--- src/rtl/hermes_pkg.sv ---
// Shared definitions for the Hermes local network interface.
package hermes_pkg;
    localparam int FLIT_W = 16;

    localparam int EAST  = 0;
    localparam int WEST  = 1;
    localparam int NORTH = 2;
    localparam int SOUTH = 3;
    localparam int LOCAL = 4;

    typedef enum logic [1:0] {IDLE, HEADER, SIZE, PAYLOAD} inj_state_t;
    typedef enum logic [1:0] {E_HDR, E_SIZE, E_PAYLOAD} ej_state_t;
endpackage

--- src/rtl/hermes_ni_fifo.sv ---
// Eject FIFO: registered storage, head flit visible one edge after it is written.
module hermes_ni_fifo
    import hermes_pkg::*;
#(
    parameter int DEPTH = 4
) (
    input  logic              clock,
    input  logic              reset,
    input  logic              push,
    input  logic              pop,
    input  logic [FLIT_W-1:0] din,
    output logic [FLIT_W-1:0] dout,
    output logic              full,
    output logic              empty
);
    localparam int AW = $clog2(DEPTH);

    logic [FLIT_W-1:0] r_mem [DEPTH];
    logic [AW-1:0]     r_wr_ptr;
    logic [AW-1:0]     r_rd_ptr;
    logic [AW:0]       r_count;
    logic              w_push;
    logic              w_pop;

    assign w_push = push && !full;
    assign w_pop  = pop && !empty;
    assign full   = (r_count == (AW+1)'(DEPTH));
    assign empty  = (r_count == '0);
    assign dout   = r_mem[r_rd_ptr];

    always_ff @(posedge clock or negedge reset) begin
        if (!reset) begin
            r_wr_ptr <= '0;
            r_rd_ptr <= '0;
            r_count  <= '0;
        end else begin
            if (w_push) r_wr_ptr <= r_wr_ptr + 1'b1;
            if (w_pop)  r_rd_ptr <= r_rd_ptr + 1'b1;
            case ({w_push, w_pop})
                2'b10:   r_count <= r_count + 1'b1;
                2'b01:   r_count <= r_count - 1'b1;
                default: r_count <= r_count;
            endcase
        end
    end

    // Storage is not reset; dout is only consumed while the FIFO is non-empty.
    always_ff @(posedge clock) begin
        if (w_push) r_mem[r_wr_ptr] <= din;
    end
endmodule

--- src/rtl/hermes_local_ni.sv ---
// Hermes local NI: packetises core beats onto the router LOCAL port and parses ejected packets.
// inject: IDLE | wait for core | HEADER | send target | SIZE | send len | PAYLOAD | forward beats
// eject:  E_HDR | pop/check header | E_SIZE | pop/latch len | E_PAYLOAD | deliver beats
module hermes_local_ni
    import hermes_pkg::*;
#(
    parameter logic [7:0] ADDRESS = 8'h11,
    parameter int         DEPTH   = 4
) (
    input  logic              clock,
    input  logic              reset,
    input  logic              in_valid,
    output logic              in_ready,
    input  logic [FLIT_W-1:0] in_data,
    input  logic [7:0]        in_target,
    input  logic [15:0]       in_len,
    output logic              tx,
    output logic [FLIT_W-1:0] data_out,
    input  logic              credit_i,
    output logic              clock_tx,
    input  logic              rx,
    input  logic [FLIT_W-1:0] data_in,
    output logic              credit_o,
    input  logic              clock_rx,
    output logic              out_valid,
    input  logic              out_ready,
    output logic [FLIT_W-1:0] out_data,
    output logic              out_sop,
    output logic              out_eop,
    output logic [15:0]       out_len,
    output logic              err_misroute,
    output logic              err_overflow,
    output logic [15:0]       tx_pkt_count,
    output logic [15:0]       rx_pkt_count
);
    inj_state_t r_inj_state, w_inj_next;
    logic [7:0]  r_target;
    logic [15:0] r_len;
    logic [15:0] r_tx_rem;
    logic        w_tx_xfer;

    ej_state_t r_ej_state, w_ej_next;
    logic [FLIT_W-1:0] w_fifo_dout;
    logic        w_fifo_full;
    logic        w_fifo_empty;
    logic        w_fifo_pop;
    logic [15:0] r_ej_rem;
    logic        r_first;
    logic        w_unused;

    assign clock_tx  = clock;
    assign w_unused  = clock_rx;
    assign w_tx_xfer = tx && credit_i;

    always_ff @(posedge clock or negedge reset) begin
        if (!reset) r_inj_state <= IDLE;
        else        r_inj_state <= w_inj_next;
    end

    always_comb begin
        w_inj_next = r_inj_state;
        case (r_inj_state)
            IDLE:    if (in_valid) w_inj_next = HEADER;
            HEADER:  if (w_tx_xfer) w_inj_next = SIZE;
            SIZE:    if (w_tx_xfer) w_inj_next = (r_len == 16'd0) ? IDLE : PAYLOAD;
            PAYLOAD: if (w_tx_xfer && r_tx_rem == 16'd1) w_inj_next = IDLE;
            default: w_inj_next = IDLE;
        endcase
    end

    always_comb begin
        tx       = 1'b0;
        data_out = '0;
        in_ready = 1'b0;
        case (r_inj_state)
            HEADER: begin
                tx       = 1'b1;
                data_out = {8'h00, r_target};
            end
            SIZE: begin
                tx       = 1'b1;
                data_out = r_len;
            end
            PAYLOAD: begin
                tx       = in_valid;
                data_out = in_data;
                in_ready = credit_i;
            end
            default: ;
        endcase
    end

    always_ff @(posedge clock or negedge reset) begin
        if (!reset) begin
            r_target     <= '0;
            r_len        <= '0;
            r_tx_rem     <= '0;
            tx_pkt_count <= '0;
        end else begin
            if (r_inj_state == IDLE && in_valid) begin
                r_target <= in_target;
                r_len    <= in_len;
            end
            if (r_inj_state == SIZE && w_tx_xfer) begin
                r_tx_rem <= r_len;
                if (r_len == 16'd0) tx_pkt_count <= tx_pkt_count + 16'd1;
            end
            if (r_inj_state == PAYLOAD && w_tx_xfer) begin
                r_tx_rem <= r_tx_rem - 16'd1;
                if (r_tx_rem == 16'd1) tx_pkt_count <= tx_pkt_count + 16'd1;
            end
        end
    end

    hermes_ni_fifo #(.DEPTH(DEPTH)) u_fifo (
        .clock (clock),
        .reset (reset),
        .push  (rx),
        .pop   (w_fifo_pop),
        .din   (data_in),
        .dout  (w_fifo_dout),
        .full  (w_fifo_full),
        .empty (w_fifo_empty)
    );

    assign credit_o = !w_fifo_full;

    always_ff @(posedge clock or negedge reset) begin
        if (!reset) r_ej_state <= E_HDR;
        else        r_ej_state <= w_ej_next;
    end

    always_comb begin
        w_ej_next = r_ej_state;
        case (r_ej_state)
            E_HDR:     if (!w_fifo_empty) w_ej_next = E_SIZE;
            E_SIZE:    if (!w_fifo_empty) w_ej_next = (w_fifo_dout == 16'd0) ? E_HDR : E_PAYLOAD;
            E_PAYLOAD: if (w_fifo_pop && r_ej_rem == 16'd1) w_ej_next = E_HDR;
            default:   w_ej_next = E_HDR;
        endcase
    end

    always_comb begin
        out_valid  = 1'b0;
        w_fifo_pop = 1'b0;
        case (r_ej_state)
            E_HDR, E_SIZE: w_fifo_pop = !w_fifo_empty;
            E_PAYLOAD: begin
                out_valid  = !w_fifo_empty;
                w_fifo_pop = !w_fifo_empty && out_ready;
            end
            default: ;
        endcase
        // Gate the head so uninitialised storage never reaches the core.
        out_data = out_valid ? w_fifo_dout : '0;
        out_sop  = out_valid && r_first;
        out_eop  = out_valid && (r_ej_rem == 16'd1);
    end

    always_ff @(posedge clock or negedge reset) begin
        if (!reset) begin
            out_len      <= '0;
            r_ej_rem     <= '0;
            r_first      <= 1'b0;
            rx_pkt_count <= '0;
            err_misroute <= 1'b0;
            err_overflow <= 1'b0;
        end else begin
            if (rx && w_fifo_full) err_overflow <= 1'b1;
            if (r_ej_state == E_HDR && !w_fifo_empty && w_fifo_dout[7:0] != ADDRESS)
                err_misroute <= 1'b1;
            if (r_ej_state == E_SIZE && !w_fifo_empty) begin
                out_len  <= w_fifo_dout;
                r_ej_rem <= w_fifo_dout;
                r_first  <= 1'b1;
                if (w_fifo_dout == 16'd0) rx_pkt_count <= rx_pkt_count + 16'd1;
            end
            if (r_ej_state == E_PAYLOAD && w_fifo_pop) begin
                r_first  <= 1'b0;
                r_ej_rem <= r_ej_rem - 16'd1;
                if (r_ej_rem == 16'd1) rx_pkt_count <= rx_pkt_count + 16'd1;
            end
        end
    end
endmodule

--- config.mk ---
export PLATFORM = sky130hd
export DESIGN_NAME = hermes_local_ni
export DESIGN_NICKNAME = d
export VERILOG_FILES = /design/src/rtl/hermes_pkg.sv /design/src/rtl/hermes_ni_fifo.sv /design/src/rtl/hermes_local_ni.sv
export SDC_FILE = /design/constraint.sdc
export NUM_CORES = 1
export LEC_CHECK = 0
export BUFFER_PORTS_ARGS = -buffer_cell sky130_fd_sc_hd__clkbuf_2
export CELL_PAD_IN_SITES_DETAIL_PLACEMENT = 1
export CELL_PAD_IN_SITES_GLOBAL_PLACEMENT = 2
export CORE_MARGIN = 4
export CORE_UTILIZATION = 37
export CTS_CLUSTER_SIZE = 12
export DETAILED_ROUTE_END_ITERATION = 10
export PLACE_DENSITY_LB_ADDON = 0.08
export RECOVER_POWER = 50
export SYNTH_ARGS = -nofsm -noshare
export SYNTH_HDL_FRONTEND = slang
export SYNTH_SLANG_ARGS = --single-unit
--- constraint.sdc ---
create_clock -name clock -period 3.2 [get_ports clock]
set_clock_uncertainty 0.1 [all_clocks]
set_input_delay 0 -clock clock [delete_from_list [all_inputs] [get_ports clock]]
set_output_delay 0 -clock clock [all_outputs]
set_load 0.05 [all_outputs]
After elaboration in Yosys (flattened, before gate mapping)
Memory sizes are Yosys's and may differ from the RTL's.
Index checks and enable logic that the tools add are counted.
{"block": "totals", "regBits": 118, "ramBits": 64, "inputBits": 63, "out_inout_bits": 89, "wordCells": 106, "memories": 1}
{"block": "op_classes", "n_addsub": 8, "n_eq_ne": 18, "mux": 34, "reduce_logical": 30}
{"memory": "u_fifo.r_mem", "words": 4, "word_bits": 16, "read_ports": 1, "rd_clocked_by_memory_dff": 0, "wr": 1, "line": "hermes_ni_fifo.sv:18", "rtl": "logic [FLIT_W-1:0] r_mem [DEPTH];"}
{"op": "$mux W16", "count": 13}
{"op": "$pmux W16 S3", "count": 1}
{"op": "$add A16 B1 Y16 const B", "count": 2}
{"op": "$eq A16 B1 Y1 const B", "count": 2}
{"op": "$logic_not A16 Y1", "count": 2}
{"op": "$sub A16 B1 Y16 const B", "count": 2}
{"op": "$mux W2", "count": 9}
{"op": "$logic_and A1 B1 Y1", "count": 16}
{"op": "$ne A2 B2 Y1 const B", "count": 7}
{"op": "$eq A2 B2 Y1 const B", "count": 4}
{"op": "$ne A8 B5 Y1 const B", "count": 1}
{"op": "$pmux W2 S4", "count": 1}
{"op": "$eq A2 B1 Y1 const B", "count": 3}
{"op": "$mux W1", "count": 6}
{"op": "$pmux W2 S3", "count": 1}
{"op": "$pmux W3 S2", "count": 1}
{"op": "$reduce_bool A2 Y1", "count": 3}
{"op": "$add A2 B1 Y2 const B", "count": 2}
{"op": "$logic_not A2 Y1", "count": 2}
{"op": "$pmux W1 S2", "count": 2}
{"op": "$reduce_and A4 Y1", "count": 1}
{"op": "$reduce_or A2 Y1", "count": 2}
{"op": "$add A3 B1 Y3 const B", "count": 1}
{"op": "$eq A3 B3 Y1 const B", "count": 1}
{"op": "4 further kinds", "count": 5}

Logic depth before layout (Yosys ltp)
Gate-level depths: netlist of the first run.
{"block": "logic_depth", "depth_word": 8, "mapped_depth": 9, "mapped_depth_nobuf": 9}

Hierarchy
Synthesis of the first run repeated with hierarchy kept, for this count alone.
{"block": "hier_totals", "cells_unflattened": 715, "area_unflattened_um2": 8495.6}
{"module": "hermes_local_ni", "instances": 1, "cells_each": 593, "area_per_inst_um2": 5758.0, "seq_area_each_um2": 2777.7}
{"module": "hermes_ni_fifo", "instances": 1, "cells_each": 122, "area_per_inst_um2": 2737.6, "seq_area_each_um2": 2097.0}

==> results of run 1 <==
==> cells in the mapped netlist (all sizes together), types with 16 or more instances <==
master	count
inv	20
o21ai	16
and2	21
nor4	18
nand3	19
mux4	16
mux2	28
nand2	80
xnor2	18
nor3	20
xor2	24
edfxtp	64
ha	16
clkbuf	21
nor2	62
dfrtp	118
a21oi	35
==> cells in the final DEF (no fill, tap or decap), drive strengths merged, types with 7 or more instances in the layout <==
cell type    instances
a21oi               35
a222oi               8
a22oi                8
and2                21
buf                 16
clkbuf             168
dfrtp              118
dlygate4sd3         46
edfxtp              64
ha                  16
inv                 29
mux2                28
mux4                16
nand2               80
nand3               19
nand4                7
nor2                62
nor3                20
nor4                18
o21ai               16
xnor2               18
xor2                24
==> cell type report <==
class	count	share of cell area, %
Clock inverter	15	1.772
Inverter	20	0.7040
Tap cell	285	3.344
Multi-Input combinational cell	478	32.50
Timing Repair Buffer	212	11.93
Clock buffer	18	4.036
Sequential cell	182	45.71
==> cell families (layout without fill, tap and decap cells) <==
kind of cell    Yosys count  after routing  synth area share (%)
xor+xnor                 42             42                 4.305
simple gates            264            264                 15.90
flops                   182            182                 57.04
mux                      44             44                 8.433
compound gates          111            111                 9.283
fa+ha+maj                17             17                 2.577
buf+inv                  48            265                 2.460
==> report_power, final <==
group          internal, mW  switching [mW]
clock network          1.14            1.11
registers              2.95           0.494
logic                  1.41            2.86
total                  5.51            4.46
==> worst min-delay path by stage <==
| stage | startpoint | to | depth (start not counted) |
|---|---|---|---|
| 3_3_place_gp | reset | r_len[14]$_DFFE_PN0P_ | 1 |
| 2_1_floorplan | reset | err_misroute$_DFFE_PN0P_ | 0 |
| 5_1_grt | credit_i | r_tx_rem[5]$_DFFE_PN0P_ | 4 |
| 6_report | credit_i | r_tx_rem[5]$_DFFE_PN0P_ | 4 |
| 4_1_cts | credit_i | r_tx_rem[5]$_DFFE_PN0P_ | 4 |
| 3_5_place_dp | reset | r_len[14]$_DFFE_PN0P_ | 1 |
==> per-stage QoR <==
step,instance area (sq um),hold WS [ns],util (%)
after floorplan,8546,-0.3956,-
after global placement,9678,-0.005585,42.62
after detailed placement,9678,0.007934,42.62
after CTS,10750,0.06079,47.35
after global routing,10660,0.1045,46.96
final,10660,0.06888,46.96
==> registers in the layout, indices dropped and copies added (netlist names) <==
name and flops:
err_misroute 1, err_overflow 1, out_len 16, r_ej_rem 16
r_ej_state 2, r_first 1, r_inj_state 2, r_len 16
r_target 8, r_tx_rem 16, rx_pkt_count 16, tx_pkt_count 16
u_fifo.r_count 3, u_fifo.r_mem 64, u_fifo.r_rd_ptr 2, u_fifo.r_wr_ptr 2
==> what timing repair did <==
| item | 4_1_cts | 5_1_grt |
|---|---|---|
| hold buffers | 46 | 0 |
| resized for setup | 0 | 0 |
| hold endpoints to repair | 147 | 0 |
==> per-layer routing <==
metal  share of wire, %  vias to the layer above  GRT usage [%]
met5                  0                        -              0
met4                1.3                        0          4.849
met3                2.8                       24          2.839
met2                 52                      128          32.72
met1                 44                     3326          25.60
li1                   -                     3006              -
==> worst register-to-register path, cell delays in order (launching register included) <==
cell     delay, ns
dfrtp_1       0.39
buf_12        0.19
mux4_1        0.70
nor4_2        0.41
and4_4        0.31
a21oi_4       0.16
nor4b_2       0.37
xor2_1        0.18
==> results.ini, run 1 <==
[floorplanning]
core.rowCount = 55
initial_core_util_pct = 37.63
io_pins = 152
die-area_sq_um = 25590
die_width_um = 160.0
fp.dieH_um = 160.0
core_sq_um = 22710

[clocking]
path_clk_slew_ns = 0.08
worstSkewPairLatency_ns = 0.43
numCtsBuffers = 17
clk_path_buf_depth = 2
ctsRootBufferMaster = clkbuf_16
htree_levels = 4
postCtsSetupRepairBufs = 0
cts_tree = built

[synthesis]
seq_area_frac_synth_pct = 57.04
syn-num-nets = 788
yosys.area.top_type_share_pct = 34.55
synth_area_leaders = dfrtp_1 35%, edfxtp_1 22%, mux4_1 3.7%, mux2_2 3.6%, nand2_1 3.5%
syn_area_per_cell_sq_um = 12.07
async_flop_share_pct = 64.84
ys_ff_latch = 182
ys_warn_count = 0
synth_edf_count = 64
netlist_instances = 708
yosys.area.top_type = dfrtp_1
synth.distinct_cells = 63
synthesis.area_sq_um = 8546
synth_top_flop_cell = dfrtp_1

[setup_path]
r2r_start = u_fifo.r_rd_ptr[0]$_DFFE_PN0P_
critPathRequiredTime_ns = 3.45
cp-end-kind = flip-flop
path_depth = 7
critPathMaxStageDelay_ns = 0.69
critical_path.startpoint = u_fifo.r_rd_ptr[0]$_DFFE_PN0P_
path_delay_family = simple AND/OR/NAND/NOR gates
path_class = reg2reg
r2r_end = rx_pkt_count[9]$_DFF_PN0_
reg2regPathDepth = 7
crit_fanout = 18
r2r_slack_ns = 0.32
cp-endpoint = rx_pkt_count[9]$_DFF_PN0_
slowest_stage = mux4_1
cp.arrival_ns = 3.13
critPathBufInv = 1
start_kind = flip-flop
path_cells = buf_12 > mux4_1 > nor4_2 > and4_4 > a21oi_4 > nor4b_2 > xor2_1

[sta]
slew_violations = 0
rsz0062_at_grt = false
fin_tns_setup_ns = 0
fin_crit_ns = 2.881
hold_viol = 0
worst_pin_slew_ns = 1.393
max_freq_ghz = 0.3471
worst_slack_ns = 0.3191
relSlewSlack_pct = 7.101
setup_viol = 0
layout_worst_path_cycle_share_pct = 90.03

[power_and_ir_drop]
vdd_drop_max_mv = 0.7894
p_leak_nw = 4.550
power.density_nw_per_um2 = 934.5
power.total_mw = 9.965

[grt]
antenna_found_initial = 0
grt_max_degree = 68
grt_pass1_wl_um = 39260
grt_usage_pct = 19.09
grt_overflow_total = 0
first_global_vias = 6990

[drt]
ant_nets = 0
avgRoutedWirePerCell_um = 19.98
via_per_inst = 5.359
drc = 0
drt_wl_total_um = 24180
vias = 6484
drt_iter0_markers = 403
first_pass_iters = 7

[worst_hold_path]
hp-class = in2reg

[final_layout]
seqCellArea_sq_um = 4875
antenna_cells_inserted = 0
final_cells = 1210
syn2layout_area_growth_pct = 24.79
finalNetCount = 992
drive_gt1_share_pct = 21.30
fillers = 2437
multi_input_area_sq_um = 3466

[job]
maxCapViolations = 0

[placed_design]
dp_cells = 1132
dpl.hpwl_um = 17120
routabilityCongestion = 0.7905
place_ws_ns = 0.3302
io_buffers = 150

[run_status]
status = finished clean

Power figures use the tool's default switching activity.
==> run 2: changes to the inputs <==
--- a/config.mk
+++ b/config.mk
@@ -6,10 +6,8 @@
 export NUM_CORES = 1
 export LEC_CHECK = 0
 export BUFFER_PORTS_ARGS = -buffer_cell sky130_fd_sc_hd__clkbuf_2
-export CELL_PAD_IN_SITES_DETAIL_PLACEMENT = 1
-export CELL_PAD_IN_SITES_GLOBAL_PLACEMENT = 2
 export CORE_MARGIN = 4
-export CORE_UTILIZATION = 37
+export CORE_UTILIZATION = 55
 export CTS_CLUSTER_SIZE = 12
 export DETAILED_ROUTE_END_ITERATION = 10
 export PLACE_DENSITY_LB_ADDON = 0.08
==> results.ini, run 2 (synthesis results as in run 1) <==
[setup_path]
r2r_end = tx_pkt_count[10]$_DFF_PN0_
crit_fanout = 13
path_cells = ha_1 > nand2_1 > or3_1 > o32ai_4 > nand4_2 > nor3_2 > xor2_1
r2r_start = r_inj_state[1]$_DFFE_PN0P_
critPathRequiredTime_ns = 3.45
cp.arrival_ns = 3.09
reg2regPathDepth = 7
path_class = reg2reg
start_kind = flip-flop
path_delay_family = simple AND/OR/NAND/NOR gates
critPathBufInv = 0
critPathMaxStageDelay_ns = 0.51
r2r_slack_ns = 0.36
slowest_stage = ha_1
cp-end-kind = flip-flop

[drt]
drt_iter0_markers = 489
drt_wl_total_um = 20110
drc = 0
via_per_inst = 5.768
vias = 6408
avgRoutedWirePerCell_um = 18.10
ant_nets = 0
first_pass_iters = 7

[placed_design]
placed_area_sq_um = 9549
dpl.hpwl_um = 13880
place_ws_ns = 0.4009
io_buffers = 150
routabilityCongestion = 0.8423

[final_layout]
fin_area_sq_um = 10480
finalNetCount = 990
syn2layout_area_growth_pct = 22.65
antenna_cells_inserted = 0
drive_gt1_share_pct = 20.80
largest-register = u_fifo.r_mem
largest_reg_flops = 64
final_cell_mix = 118 x dfrtp_1, 89 x clkbuf_2, 80 x nand2_1, 64 x edfxtp_1, 63 x clkbuf_1
final_common_cell = dfrtp_1
fin_util_pct = 68.95

[grt]
grt_usage_pct = 23.31
antenna_found_initial = 0
grt_pass1_wl_um = 32820
first_global_vias = 6417
grt_overflow_total = 0
grt_max_degree = 74

[sta]
worst_pin_slew_ns = 1.830
fin_crit_ns = 2.841
slew_violations = 73
worst_slack_ns = 0.3588
relSlewSlack_pct = -21.97
rsz0062_at_grt = false
fin_tns_setup_ns = 0
layout_worst_path_cycle_share_pct = 88.79
fin_hold_ws_ns = 0.2424
max_freq_ghz = 0.3520
hold_viol = 0
setup_viol = 0

[run_status]
violations = capacitance limit, slew limit
status = finished with violations

[power_and_ir_drop]
sw_frac_of_total_pct = 44.06
power_frac_comb_pct = 43.5
vdd_drop_max_mv = 0.9069
p_seq_share_pct = 35.0
intPower_mw = 5.385
switchingPower_mw = 4.242
p_clk_share_pct = 21.5
p_leak_nw = 4.515
power.density_nw_per_um2 = 918.5

[clocking]
numCtsBuffers = 17
path_clk_slew_ns = 0.07
clk_path_buf_depth = 2
post_cts_resized = 0
ctsRootBufferMaster = clkbuf_16
cts_tree = built
worstSkewPairLatency_ns = 0.43
htree_levels = 4

[floorplanning]
die-area_sq_um = 17600
fp.dieH_um = 132.7
io_pins = 152
die_width_um = 132.7
initial_core_util_pct = 56.21
core.rowCount = 45
core_sq_um = 15200

[worst_hold_path]
worstHoldStart = in_len[11]
min_to = r_len[11]$_DFFE_PN0P_
whs_path_depth = 3
hp-class = in2reg

[job]
maxCapViolations = 1

## run 2: cell types whose count changed in the layout (fill, tap and decap cells not counted), moves of 2 or more
| cell | change |
|---|---|
| buf_4 | -2 |
| clkbuf_1 | +4 |
| clkbuf_2 | -2 |
| clkinv_4 | +2 |
| clkinv_8 | -2 |
## run 2: cell type report
class	count	area (sq um)
Timing Repair Buffer	210	1261
Inverter	20	75.07
Fill cell	1158	4721
Clock buffer	19	434.2
Tap cell	188	235.2
Sequential cell	182	4875
Multi-Input combinational cell	478	3466
Clock inverter	14	135.1
## run 2: stage by stage
step	instances	power, mW
final	1111	9.627
after global routing	1111	10.16
after CTS	1111	9.655
after detailed placement	1034	7.587
after global placement	1034	7.491
after floorplan	708	6.504
## run 2: what timing repair did
item                                   CTS  global route
buffers inserted                         0             0
endpoints found under the hold margin  169             0
hold buffers                            45             0
## run 2: worst min-delay path, cell delays in order
cell and delay [ns]:
dlygate4sd3_1 0.52, clkbuf_2 0.10, mux2_2 0.13
## run 2: how the worst max path moves through the flow
stage	to	cells after the start	from
after floorplan	rx_pkt_count[1]$_DFF_PN0_	8	u_fifo.r_rd_ptr[1]$_DFFE_PN0P_
after global placement	rx_pkt_count[10]$_DFF_PN0_	7	u_fifo.r_rd_ptr[0]$_DFFE_PN0P_
after detailed placement	rx_pkt_count[9]$_DFF_PN0_	7	u_fifo.r_rd_ptr[0]$_DFFE_PN0P_
after CTS	rx_pkt_count[9]$_DFF_PN0_	7	u_fifo.r_rd_ptr[0]$_DFFE_PN0P_
after global routing	rx_pkt_count[10]$_DFF_PN0_	7	u_fifo.r_rd_ptr[0]$_DFFE_PN0P_
final	tx_pkt_count[10]$_DFF_PN0_	7	r_inj_state[1]$_DFFE_PN0P_
## run 2: routing by layer
layer | routed length, um | share of wire [%] | GRT usage [%]
met2 | 10020 | 50 | 38.57
met4 | 393 | 2.0 | 7.852
met3 | 985 | 4.9 | 5.323
met1 | 8703 | 43 | 30.64
met5 | 0 | 0 | 0
## run 2: power groups by stage
stage	combinational, mW	sequential (mW)	clock (mW)
after floorplan	3.15	3.29	0.0674
after global placement	4.06	3.37	0.0593
after detailed placement	4.12	3.41	0.0593
after CTS	4.19	3.36	2.10
after global routing	4.53	3.43	2.21
final	4.19	3.37	2.07
